<file path="config.mk">
export PLATFORM = sky130hd
export DESIGN_NAME = ag6502_seq_alu_flat
export DESIGN_NICKNAME = d
export VERILOG_FILES = /design/src/rtl/ag6502_pkg.sv /design/src/rtl/ag6502_seq_alu_if.sv /design/src/rtl/ag6502_nibble_adder.sv /design/src/rtl/ag6502_seq_alu.sv /design/src/flat_wrapper.sv
export SDC_FILE = /design/constraint.sdc
export NUM_CORES = 1
export LEC_CHECK = 0
export ABC_AREA = 0
export BUFFER_PORTS_ARGS = -buffer_cell sky130_fd_sc_hd__buf_2
export CORE_ASPECT_RATIO = 0.5
export CORE_MARGIN = 2
export CORE_UTILIZATION = 55
export DETAILED_ROUTE_END_ITERATION = 6
export PLACE_DENSITY = 0.74
export SLEW_MARGIN = 20
export SYNTH_ARGS = -nofsm -noshare
export SYNTH_HDL_FRONTEND = slang
export SYNTH_SLANG_ARGS = --single-unit
</file>
<file path="constraint.sdc">
create_clock -name phi_0 -period 6.9 [get_ports phi_0]
set_input_delay 1.38 -clock phi_0 [delete_from_list [all_inputs] [get_ports phi_0]]
set_output_delay 1.38 -clock phi_0 [all_outputs]
set_load 0.005 [all_outputs]
</file>
<file path="src/rtl/ag6502_pkg.sv">
// Shared op codes, FSM state encoding and small helpers for the ag6502
// wide-arithmetic ALU.
package ag6502_pkg;

  localparam int unsigned OP_W = 4;

  typedef enum logic [OP_W-1:0] {
    OP_ORA = 4'd0,
    OP_AND = 4'd1,
    OP_EOR = 4'd2,
    OP_ADC = 4'd3,
    OP_ASL = 4'd4,
    OP_LSR = 4'd5,
    OP_ROL = 4'd6,
    OP_ROR = 4'd7,
    OP_SBC = 4'd8
  } alu_op_e;

  typedef enum logic [1:0] {
    ST_IDLE = 2'd0,
    ST_RUN  = 2'd1,
    ST_DONE = 2'd2
  } state_e;

  // ADC and SBC take the nibble-serial path; every other code is single-cycle
  function automatic logic is_arith(input logic [OP_W-1:0] op);
    return (op == OP_ADC) || (op == OP_SBC);
  endfunction

endpackage

</file>
<file path="src/rtl/ag6502_seq_alu_if.sv">
// Request/response bundle between a client and the sequential ALU.
interface ag6502_seq_alu_if #(
  parameter int unsigned WIDTH = 8
);

  logic                          start;
  logic [ag6502_pkg::OP_W-1:0]   op;
  logic [WIDTH-1:0]              a;
  logic [WIDTH-1:0]              b;
  logic                          c_in;
  logic                          d_in;
  logic                          busy;
  logic                          done;
  logic [WIDTH-1:0]              r;
  logic                          c_out;
  logic                          v_out;
  logic                          z_out;
  logic                          n_out;

  modport master (
    output start, op, a, b, c_in, d_in,
    input  busy, done, r, c_out, v_out, z_out, n_out
  );

  modport slave (
    input  start, op, a, b, c_in, d_in,
    output busy, done, r, c_out, v_out, z_out, n_out
  );

endinterface

</file>
<file path="src/rtl/ag6502_nibble_adder.sv">
// One 4-bit add step with optional NMOS-style decimal correction.
// neg selects the subtract correction (b is already inverted by the caller).
module ag6502_nibble_adder (
  input  logic [3:0] a,
  input  logic [3:0] b,
  input  logic       cin,
  input  logic       dec,
  input  logic       neg,
  output logic [3:0] sum,
  output logic       cout
);

  logic [4:0] s;
  logic       c9;

  assign s = {1'b0, a} + {1'b0, b} + {4'b0000, cin};

  always_comb begin
    c9   = 1'b0;
    sum  = s[3:0];
    cout = s[4];
    if (dec) begin
      if (neg) begin
        // borrow view of the raw sum: ~carry acts as the tens digit
        c9   = ({~s[4], s[3:0]} > 5'd9);
        sum  = c9 ? (s[3:0] + 4'd10) : s[3:0];
        cout = ~c9;
      end else begin
        c9   = (s > 5'd9);
        sum  = c9 ? (s[3:0] + 4'd6) : s[3:0];
        cout = c9;
      end
    end
  end

endmodule

</file>
<file path="src/rtl/ag6502_seq_alu.sv">
// Multi-cycle 6502-style ALU: nibble-serial ADC/SBC with decimal correction,
// single-cycle logic and shift ops, start/busy/done handshake.
module ag6502_seq_alu
  import ag6502_pkg::*;
#(
  parameter int unsigned WIDTH      = 8,
  parameter bit          DECIMAL_EN = 1'b1
) (
  input logic               phi_0,
  input logic               rst,
  ag6502_seq_alu_if.slave   bus
);

  localparam int unsigned NIB   = WIDTH / 4;
  localparam int unsigned CNT_W = $clog2(NIB) + 1;

  state_e             state;
  logic [CNT_W-1:0]   cnt;
  logic [OP_W-1:0]    op_q;
  logic [WIDTH-1:0]   a_sh;
  logic [WIDTH-1:0]   b_sh;
  logic [WIDTH-1:0]   acc;
  logic               cy;
  logic               cin_q;
  logic               dec_q;
  logic               neg_q;
  logic               a_msb;
  logic               b_msb;

  logic               busy_q;
  logic               done_q;
  logic [WIDTH-1:0]   r_q;
  logic               c_q;
  logic               v_q;
  logic               z_q;
  logic               n_q;

  logic [WIDTH-1:0]   b_eff;
  logic [3:0]         nib_sum;
  logic               nib_cout;
  logic [WIDTH-1:0]   logic_r;
  logic               logic_c;

  assign b_eff = (bus.op == OP_SBC) ? ~bus.b : bus.b;

  ag6502_nibble_adder u_nib (
    .a    (a_sh[3:0]),
    .b    (b_sh[3:0]),
    .cin  (cy),
    .dec  (dec_q),
    .neg  (neg_q),
    .sum  (nib_sum),
    .cout (nib_cout)
  );

  // Single-cycle ops; unknown codes fall back to ORA
  always_comb begin
    logic_r = a_sh | b_sh;
    logic_c = cin_q;
    case (op_q)
      OP_AND: logic_r = a_sh & b_sh;
      OP_EOR: logic_r = a_sh ^ b_sh;
      OP_ASL: begin
        logic_r = {a_sh[WIDTH-2:0], 1'b0};
        logic_c = a_sh[WIDTH-1];
      end
      OP_LSR: begin
        logic_r = {1'b0, a_sh[WIDTH-1:1]};
        logic_c = a_sh[0];
      end
      OP_ROL: begin
        logic_r = {a_sh[WIDTH-2:0], cin_q};
        logic_c = a_sh[WIDTH-1];
      end
      OP_ROR: begin
        logic_r = {cin_q, a_sh[WIDTH-1:1]};
        logic_c = a_sh[0];
      end
      default: ;
    endcase
  end

  always_ff @(posedge phi_0) begin
    if (rst) begin
      state  <= ST_IDLE;
      cnt    <= '0;
      op_q   <= '0;
      a_sh   <= '0;
      b_sh   <= '0;
      acc    <= '0;
      cy     <= 1'b0;
      cin_q  <= 1'b0;
      dec_q  <= 1'b0;
      neg_q  <= 1'b0;
      a_msb  <= 1'b0;
      b_msb  <= 1'b0;
      busy_q <= 1'b0;
      done_q <= 1'b0;
      r_q    <= '0;
      c_q    <= 1'b0;
      v_q    <= 1'b0;
      z_q    <= 1'b0;
      n_q    <= 1'b0;
    end else begin
      done_q <= 1'b0;
      case (state)
        ST_IDLE, ST_DONE: begin
          if (bus.start) begin
            a_sh   <= bus.a;
            b_sh   <= b_eff;
            acc    <= '0;
            cy     <= bus.c_in;
            cin_q  <= bus.c_in;
            dec_q  <= bus.d_in & DECIMAL_EN;
            neg_q  <= (bus.op == OP_SBC);
            op_q   <= bus.op;
            a_msb  <= bus.a[WIDTH-1];
            b_msb  <= b_eff[WIDTH-1];
            cnt    <= '0;
            busy_q <= 1'b1;
            state  <= ST_RUN;
          end else begin
            state  <= ST_IDLE;
          end
        end
        ST_RUN: begin
          if (!is_arith(op_q)) begin
            r_q    <= logic_r;
            c_q    <= logic_c;
            v_q    <= 1'b0;
            z_q    <= (logic_r == '0);
            n_q    <= logic_r[WIDTH-1];
            busy_q <= 1'b0;
            done_q <= 1'b1;
            state  <= ST_DONE;
          end else if (cnt == CNT_W'(NIB)) begin
            // all nibbles in; publish word and flags together
            r_q    <= acc;
            c_q    <= cy;
            v_q    <= (a_msb == b_msb) && (a_msb != acc[WIDTH-1]);
            z_q    <= (acc == '0);
            n_q    <= acc[WIDTH-1];
            busy_q <= 1'b0;
            done_q <= 1'b1;
            state  <= ST_DONE;
          end else begin
            // result nibbles enter at the top and settle LSB-first
            acc  <= WIDTH'({nib_sum, acc} >> 4);
            a_sh <= a_sh >> 4;
            b_sh <= b_sh >> 4;
            cy   <= nib_cout;
            cnt  <= cnt + CNT_W'(1);
          end
        end
        default: state <= ST_IDLE;
      endcase
    end
  end

  assign bus.busy  = busy_q;
  assign bus.done  = done_q;
  assign bus.r     = r_q;
  assign bus.c_out = c_q;
  assign bus.v_out = v_q;
  assign bus.z_out = z_q;
  assign bus.n_out = n_q;

endmodule

</file>
<file path="src/flat_wrapper.sv">
// flat-port wrapper written by rule: the top's interface ports become plain ports
module ag6502_seq_alu_flat import ag6502_pkg::*;
#(
  parameter int unsigned WIDTH      = 8,
  parameter bit          DECIMAL_EN = 1'b1
)
  (phi_0, rst, bus_start, bus_op, bus_a, bus_b, bus_c_in, bus_d_in, bus_busy, bus_done, bus_r, bus_c_out, bus_v_out, bus_z_out, bus_n_out);
  ag6502_seq_alu_if #(.WIDTH(WIDTH)) bus_i ();
  input logic phi_0;
  input logic rst;
  input wire logic [$bits(bus_i.start)-1:0] bus_start;
  input wire logic [$bits(bus_i.op)-1:0] bus_op;
  input wire logic [$bits(bus_i.a)-1:0] bus_a;
  input wire logic [$bits(bus_i.b)-1:0] bus_b;
  input wire logic [$bits(bus_i.c_in)-1:0] bus_c_in;
  input wire logic [$bits(bus_i.d_in)-1:0] bus_d_in;
  output wire logic [$bits(bus_i.busy)-1:0] bus_busy;
  output wire logic [$bits(bus_i.done)-1:0] bus_done;
  output wire logic [$bits(bus_i.r)-1:0] bus_r;
  output wire logic [$bits(bus_i.c_out)-1:0] bus_c_out;
  output wire logic [$bits(bus_i.v_out)-1:0] bus_v_out;
  output wire logic [$bits(bus_i.z_out)-1:0] bus_z_out;
  output wire logic [$bits(bus_i.n_out)-1:0] bus_n_out;
  assign bus_i.start = bus_start;
  assign bus_i.op = bus_op;
  assign bus_i.a = bus_a;
  assign bus_i.b = bus_b;
  assign bus_i.c_in = bus_c_in;
  assign bus_i.d_in = bus_d_in;
  assign bus_busy = bus_i.busy;
  assign bus_done = bus_i.done;
  assign bus_r = bus_i.r;
  assign bus_c_out = bus_i.c_out;
  assign bus_v_out = bus_i.v_out;
  assign bus_z_out = bus_i.z_out;
  assign bus_n_out = bus_i.n_out;
  ag6502_seq_alu #(.WIDTH(WIDTH), .DECIMAL_EN(DECIMAL_EN)) u_core (.phi_0(phi_0), .rst(rst), .bus(bus_i));
endmodule
</file>
==> impl_metrics.ini, run 1 <==
[logic_synthesis]
synth_cell_type_count = 50
ys_seq_area_frac = 0.325
yosys-top-cells-count = nand2_1, dfxtp_1, a21oi_1
synth_area_leaders = dfxtp_1, ha_1, a21oi_1
syn_nets = 451
synth_cells = 404
netlist_area_um2 = 3140
syn_avg_cell_area_um2 = 7.77
yosys.area.top_type = dfxtp_1
synthFlopType = dfxtp_1
ys_seq_elements = 51
synth_warnings = 0
synth-edff-count = 0
synth_most_common_cell = nand2_1
synth_top_area_frac = 0.325
synthArstFlopShare = 0

[grt]
grt.busiest_layer = met2
gr-usage-all-layers = 0.261
globalRouteMet3Util = 0.0723
grt_use_met1 = 0.370
grt_pass1_vias = 2580
grt_pass1_wl_um = 13200
antenna_found_initial = 0
grtUsageMet2 = 0.394
gr-total-overflow = 0
grt_max_degree = 55

[hold_path]
hold_class = reg2reg
min_to = u_core.bus.r[2]
min_from = u_core.bus.r[2]
hold_depth = 2

[setup_path]
endpoint_kind = flop
cp_slowest_cell = fa_1
crit_arrival_ps = 3430
r2r_slack_ps = 3660
worstSetupPathType = reg2reg
crit_fanout = 4
worst-path-buf-inv = 0
rr_startpoint = u_core.cy
slowest_delay_ps = 490
crit_required_ps = 7090
reg2reg_to = u_core.acc[5]
cp-start-kind = flop
r2r_cells = 10
crit_family = adder cells
crit_chain = fa_1 -> fa_1 -> xnor2_1 -> ha_1 -> nand2_1 -> a32o_1 -> nor3_1 -> o21ai_1 -> xnor2_1 -> o41ai_1

[placed_design]
port_buffers = 38
dp_slack_ps = 3320
place_congestion = 0.882
place_hpwl_um = 5930

[die]
die_h_um = 57.4
core_um2 = 5490
start_util = 0.572
io_pins = 39
rows = 19
die_x_um = 111
dieArea_um2 = 6370

[cts]
h-tree-depth = 2
cts_num_sinks = 51
post_cts_buffers = 0
cts_buffers = 5
cts_max_path_buffers = 2
cts_tree = yes
cts_hold_buf = 0
clk_latency_ps = 290
clkTransAtPathRegs_ps = 70
cts-resized-gates = 0
cts_root_buffer = clkbuf_16

[sta]
timing.fmax_ghz = 0.309
fin_ws_ps = 3660
finalHoldViolCount = 0
worst_pin_slew_ps = 940
skew_ps = 3.17
hold_ws_ps = 451
setup_violations = 0
slew_violations = 0
min_period_over_period = 0.469
finalCriticalPeriod_ps = 3240
slew-limit-headroom = 0.373
fin_setup_tns_ps = 0
rsz0062_at_grt = no

[detailed_routing]
routed_wl_um = 8180
first_iter_violations = 266
dr.pass1.iters = 6
drtAntennaViolNets = 0
vias_per_cell = 5.96
drc = 0
wire_per_inst_um = 16.6
num_vias = 2943

[pwr]
internal_power_uw = 517
p_sw_frac = 0.318
clockPowerShare = 0.340
leakage_nw = 1.43
p_sw_uw = 241
ir_drop_mv = 0.144
pwr-share-seq = 0.440
combPwrFrac = 0.220
pwr_density_cell_nw_per_um2 = 218

[final_layout]
drive_gt1_frac = 0.133
final_nets = 467
fin_util = 0.633
antenna_cells = 0
n_fill_cell = 488
areaGrowthSynthToFinish_pct = 10.6

[run_status]
status = finished, final reports clean

[flow_run]
drv_cap = 0
==> flip-flops by register name, summed over array words and instances (netlist names), 2 cells and up <==
signal,flops
u_core.acc,8
u_core.op_q,4
u_core.state,2
u_core.cnt,2
u_core.b_sh,8
u_core.bus.r,8
u_core.a_sh,8
==> cells by family (layout without fill, tap and decap cells) <==
kind of cell | after synthesis | after routing | synth area share
and+or+nand+nor | 160 | 160 | 0.241
muxes | 8 | 8 | 0.0255
xor gates and xnor gates | 14 | 14 | 0.0414
buffers and inverters | 52 | 69 | 0.0693
adders and majority gates | 22 | 22 | 0.0924
DFF | 51 | 51 | 0.325
AOI/OAI and AO/OA | 97 | 97 | 0.205
==> through the flow <==
stage | cells | cell area [um^2] | power [mW]
final | 494 | 3470 | 0.758
after detailed placement | 486 | 3310 | 0.501
after global routing | 494 | 3470 | 0.794
after global placement | 486 | 3300 | 0.493
after CTS | 494 | 3460 | 0.755
after floorplan | 404 | 3140 | 0.455
==> placed cells by master (no fill, tap or decap), types with 2 or more instances in the layout <==
master,Yosys,final
buf_2,5,38
buf_4,2,2
a21o_1,2,2
or2_2,2,2
nor2b_1,3,2
a21oi_1,48,48
a22o_1,2,2
dfxtp_1,51,51
o41ai_1,2,2
a311oi_1,6,6
inv_1,21,21
or4_1,2,2
or3b_1,7,7
nor2_1,45,45
nor3_1,8,8
a32o_1,5,5
clkinv_4,0,2
mux2i_1,8,8
nand2_1,59,59
o21ai_1,5,4
xor2_1,4,4
nand3b_1,9,9
o211ai_1,5,5
clkbuf_16,0,5
a22oi_1,7,7
a2111oi_0,3,2
fa_1,2,2
or3_1,6,6
nand2b_1,5,5
ha_1,20,20
a211oi_1,2,2
xnor2_1,9,9
nand3_1,7,7
and3_1,3,3
==> per-layer routing <==
metal | share of wire | wire, um | up-vias
li1 | - | - | 1425
met1 | 0.46 | 3770 | 1359
met2 | 0.43 | 3530 | 144
met3 | 0.096 | 783 | 15
met4 | 0.013 | 104 | 0
met5 | 0 | 0 | -
==> area by class of cell <==
class | instances | area, um^2 | area share
Multi-Input combinational cell | 301 | 1920 | 0.554
Sequential cell | 51 | 1020 | 0.294
Timing Repair Buffer | 40 | 205 | 0.0591
Clock buffer | 5 | 125 | 0.0360
Tap cell | 73 | 91.3 | 0.0263
Inverter | 21 | 78.8 | 0.0227
Clock inverter | 3 | 28.8 | 0.00828
==> power groups by stage <==
| stage | Clock (mW) | Sequential, mW | Combinational, mW |
|---|---|---|---|
| after floorplan | 0 | 0.330 | 0.125 |
| final | 0.258 | 0.333 | 0.167 |
| after detailed placement | 0 | 0.339 | 0.162 |
| after global placement | 0 | 0.339 | 0.154 |
| after global routing | 0.272 | 0.336 | 0.186 |
| after CTS | 0.260 | 0.332 | 0.162 |
==> worst reg2reg max path, stage by stage, from the launching register on <==
cell and delay, ps:
dfxtp_1 360, fa_1 490, fa_1 450, xnor2_1 380
ha_1 210, nand2_1 50, a32o_1 240, nor3_1 390
o21ai_1 190, xnor2_1 160, o41ai_1 210
==> worst max path at each step <==
| stage | cells past startpoint | from | end | slack, ps |
|---|---|---|---|---|
| 6_report | 10 | u_core.cy | u_core.acc[5] | 3660 |
| 5_1_grt | 10 | u_core.cy | u_core.acc[7] | 3270 |
| 4_1_cts | 7 | bus_start | u_core.acc[6] | 3650 |
| 3_5_place_dp | 7 | bus_start | u_core.acc[6] | 3320 |
| 3_3_place_gp | 7 | bus_start | u_core.acc[6] | 3520 |
| 2_1_floorplan | 10 | u_core.cy | u_core.acc[7] | 4100 |
No activity file was read; power rests on OpenSTA's default activity.
==> inputs of run 2 (changes only) <==
- clock period: 6.9 -> 3 ns (I/O delays scaled with it)
==> impl_metrics.ini, run 2 (synthesis results as in run 1) <==
[setup_path]
rr_startpoint = u_core.cy
crit_family = adder cells
endpoint_kind = flop
crit_arrival_ps = 3020
worstSetupPathType = reg2reg
crit_chain = fa_2 -> fa_2 -> inv_1 -> ha_1 -> or2_2 -> a2111oi_4 -> o21ai_1 -> xnor2_1 -> o41ai_1
r2r_slack_ps = 160
crit_top_cell = fa_2
worst-path-buf-inv = 1
cp-start-kind = flop
reg2reg_to = u_core.acc[7]
cp_slowest_cell = fa_2
crit_required_ps = 3190
r2r_cells = 9
crit_fanout = 4
slowest_delay_ps = 540

[detailed_routing]
routed_wl_um = 8170
drc = 0
wire_per_inst_um = 16.1
first_iter_violations = 291
vias_per_cell = 5.85
drtAntennaViolNets = 0
num_vias = 2968
dr.pass1.iters = 5

[cts]
clkTransAtPathRegs_ps = 70
clk_latency_ps = 290
cts_max_path_buffers = 2
cts_root_buffer = clkbuf_16
cts_tree = yes
cts_num_sinks = 51
h-tree-depth = 2
cts_buffers = 5

[die]
rows = 19
io_pins = 39
start_util = 0.572
die_h_um = 57.4
core_um2 = 5490
die_x_um = 111
dieArea_um2 = 6370

[run_status]
status = finished, final reports clean

[grt]
gr-usage-all-layers = 0.260
grt_max_degree = 36
gr-total-overflow = 0
antenna_found_initial = 0
grt_pass1_wl_um = 13200
grt_pass1_vias = 2728

[flow_run]
drv_cap = 0

[pwr]
p_total_mw = 1.87
leakage_nw = 1.50
pwr_density_cell_nw_per_um2 = 517
ir_drop_mv = 0.278

[hold_path]
min_from = u_core.bus.r[2]
hold_class = reg2reg
hold_depth = 2
min_to = u_core.bus.r[2]

[final_layout]
antenna_cells = 0
final_cell_mix = nand2_1, dfxtp_1, a21oi_1
areaGrowthSynthToFinish_pct = 15.1
multi_input_area_um2 = 1940
final_common_cell = nand2_1
instances_no_fill = 507
seqCellArea_um2 = 1020
final_nets = 480
drive_gt1_frac = 0.166
n_fill_cell = 450

[sta]
setup_violations = 0
fin_ws_ps = 164
finalCriticalPeriod_ps = 2840
timing.fmax_ghz = 0.353
slew_violations = 0
skew_ps = 4.20
slew-limit-headroom = 0.477
worst_pin_slew_ps = 765
finalHoldViolCount = 0
min_period_over_period = 0.945

[placed_design]
placed_cells = 498
place_congestion = 0.942
dp_slack_ps = -103
place_hpwl_um = 5930
port_buffers = 38
run 2: layer usage:
metal / track usage / vias to the layer above / wire length, um
met5: 0 / - / 0
met4: 0.0571 / 0 / 74
met3: 0.0648 / 12 / 644
met2: 0.410 / 117 / 3650
met1: 0.367 / 1385 / 3800
li1: - / 1454 / -
run 2: worst register-to-register path: stages (launching register included):
cell	delay, ps
dfxtp_1	350
fa_2	410
fa_2	540
inv_1	90
ha_1	220
or2_2	320
a2111oi_4	300
o21ai_1	130
xnor2_1	130
o41ai_1	240
run 2: cell type report:
class | count | area share
repair buffers | 53 | 0.0838
clock buffers | 6 | 0.0384
flip-flops and latches | 51 | 0.282
inverters | 21 | 0.0218
well taps | 73 | 0.0253
multi-input cells | 301 | 0.538
clock inverters | 2 | 0.0107
run 2: worst max-delay path by stage:
stage / startpoint / end / slack, ps / depth (start not counted)
6_report: u_core.cy / u_core.acc[7] / 160 / 9
3_5_place_dp: u_core.cy / u_core.acc[7] / -100 / 10
3_3_place_gp: u_core.cy / u_core.acc[7] / 70 / 10
2_1_floorplan: u_core.cy / u_core.acc[7] / 200 / 10
4_1_cts: u_core.cy / u_core.acc[7] / 40 / 9
5_1_grt: u_core.cy / u_core.acc[5] / -3 / 9
run 2: what timing repair did:
item	CTS	global route
setup buffers	0	1
pin swaps	0	1
hold buffers	0	0
endpoints found under the setup margin	1	1
resized for setup	3	3
run 2: metrics by stage:
step                      setup TNS (ps)   util  hold WS, ps  instance area, um^2
after floorplan                        0      -          432                 3140
after global placement                 0  0.618          437                 3390
after detailed placement            -103  0.618          443                 3390
after CTS                              0  0.653          453                 3580
after global routing               -2.93  0.658          459                 3610
final                                  0  0.658          454                 3610
run 2: report_power, final:
group          internal (mW)  switching [mW]  total (mW)
Clock                  0.420           0.259       0.679
Combinational          0.181           0.249       0.430
Sequential             0.714          0.0449       0.759
==> inputs of run 3 (changes only) <==
- CORE_UTILIZATION: 55 -> 50
- PLACE_DENSITY: 0.74 -> 0.68
==> impl_metrics.ini, run 3 (synthesis results as in run 1) <==
[run_status]
status = finished, final reports clean

[die]
rows = 20
dieArea_um2 = 6970
core_um2 = 6080
die_x_um = 116
die_h_um = 60.0
io_pins = 39
start_util = 0.516

[final_layout]
final_common_cell = nand2_1
n_fill_cell = 570
drive_gt1_frac = 0.168
final_cell_mix = nand2_1, dfxtp_1, a21oi_1
antenna_cells = 0
areaGrowthSynthToFinish_pct = 15.3
final_nets = 481
fin_util = 0.596

[placed_design]
place_hpwl_um = 5950
port_buffers = 38
place_congestion = 0.942

[detailed_routing]
drc = 0
dr.pass1.iters = 5
num_vias = 2952
routed_wl_um = 8190
first_iter_violations = 179
vias_per_cell = 5.64
drtAntennaViolNets = 0
wire_per_inst_um = 15.7

[setup_path]
r2r_cells = 9
crit_fanout = 4
crit_family = adder cells
endpoint_kind = flop
crit_arrival_ps = 3080
worst-path-buf-inv = 1
worstSetupPathType = reg2reg
cp_slowest_cell = fa_2
crit_chain = fa_2 -> fa_2 -> inv_1 -> ha_1 -> or2_2 -> a2111oi_2 -> o21ai_1 -> xnor2_1 -> o41ai_1
path_depth = 9
crit_top_cell = fa_2
slowest_delay_ps = 550
cp-start-kind = flop
crit_required_ps = 3200

[sta]
rsz0062_at_grt = no
slew_violations = 0
setup_violations = 0
skew_ps = 8.71
slew-limit-headroom = 0.503
finalCriticalPeriod_ps = 2880
worst_pin_slew_ps = 727
hold_ws_ps = 454
timing.fmax_ghz = 0.348
min_period_over_period = 0.958
finalHoldViolCount = 0

[hold_path]
hold_depth = 2
hold_class = reg2reg

[cts]
cts_hold_buf = 0
clk_latency_ps = 300
cts_num_sinks = 51
cts_buffers = 5
cts_max_path_buffers = 2
clkTransAtPathRegs_ps = 70
h-tree-depth = 2
cts_tree = yes
cts_root_buffer = clkbuf_16

[grt]
grt_max_degree = 38
grt_pass1_vias = 2627
antenna_found_initial = 0
grt_pass1_wl_um = 13000
gr-usage-all-layers = 0.247
gr-total-overflow = 0

[flow_run]
drv_cap = 0

[pwr]
leakage_nw = 1.50
pwr_density_cell_nw_per_um2 = 511
ir_drop_mv = 0.213
## run 3: changes by cell type in the layout (fill, tap and decap cells not counted), sizes merged
cell / change
buf: +1
clkbuf: -1
clkinvlp: +1
## run 3: tightest hold or removal path: cells and delay by family (launching register included)
kind	cells	cell delay, ps
flops	1	310
simple gates	1	50
compound gates	1	50
## run 3: metrics by stage
step | instances | power, mW | setup TNS, ps | setup WS (ps) | area [um^2]
after global routing | 523 | 1.94 | 0 | 2.36 | 3620
after CTS | 523 | 1.85 | 0 | 34.1 | 3620
final | 523 | 1.85 | 0 | 125 | 3620
after floorplan | 404 | 1.05 | 0 | 198 | 3140
after global placement | 515 | 1.16 | 0 | 106 | 3430
after detailed placement | 515 | 1.18 | -100 | -100 | 3430
## run 3: path summary, 6_finish.rpt
kind	endpoint	from	slack (ps)
setup / recovery	u_core.acc[7]	u_core.cy	120
hold / removal	u_core.bus.r[6]	u_core.bus.r[6]	450
setup reg to reg	u_core.acc[7]	u_core.cy	120
hold reg to reg	u_core.bus.r[6]	u_core.bus.r[6]	450
## run 3: layout make-up
type | instances | area (um^2) | area share
multi-input combinational | 301 | 1930 | 0.533
clock buffer | 5 | 125 | 0.0345
sequential | 51 | 1020 | 0.282
tap | 88 | 110 | 0.0304
clock inverter | 3 | 46.3 | 0.0128
inverter | 21 | 78.8 | 0.0218
timing repair buffer | 54 | 310 | 0.0857
## run 3: power by group
| part | total (mW) | switching, mW | internal [mW] | leakage [nW] |
|---|---|---|---|---|
| combinational | 0.423 | 0.244 | 0.178 | 1.00 |
| clock | 0.667 | 0.271 | 0.397 | 0.0804 |
| sequential | 0.760 | 0.0459 | 0.714 | 0.417 |
| total | 1.85 | 0.561 | 1.29 | 1.50 |
## run 3: what timing repair did
item / 4_1_cts / 5_1_grt
endpoints found under the setup margin: 1 / 3
gates resized for setup: 3 / 2
buffers inserted: 0 / 0
pin swaps: 0 / 1
## run 3: per-layer routing
metal / GRT usage / vias up / share of wire
li1: - / 1455 / -
met4: 0.0714 / 0 / 0.015
met2: 0.385 / 105 / 0.42
met1: 0.352 / 1379 / 0.50
met3: 0.0467 / 13 / 0.058
met5: 0 / - / 0
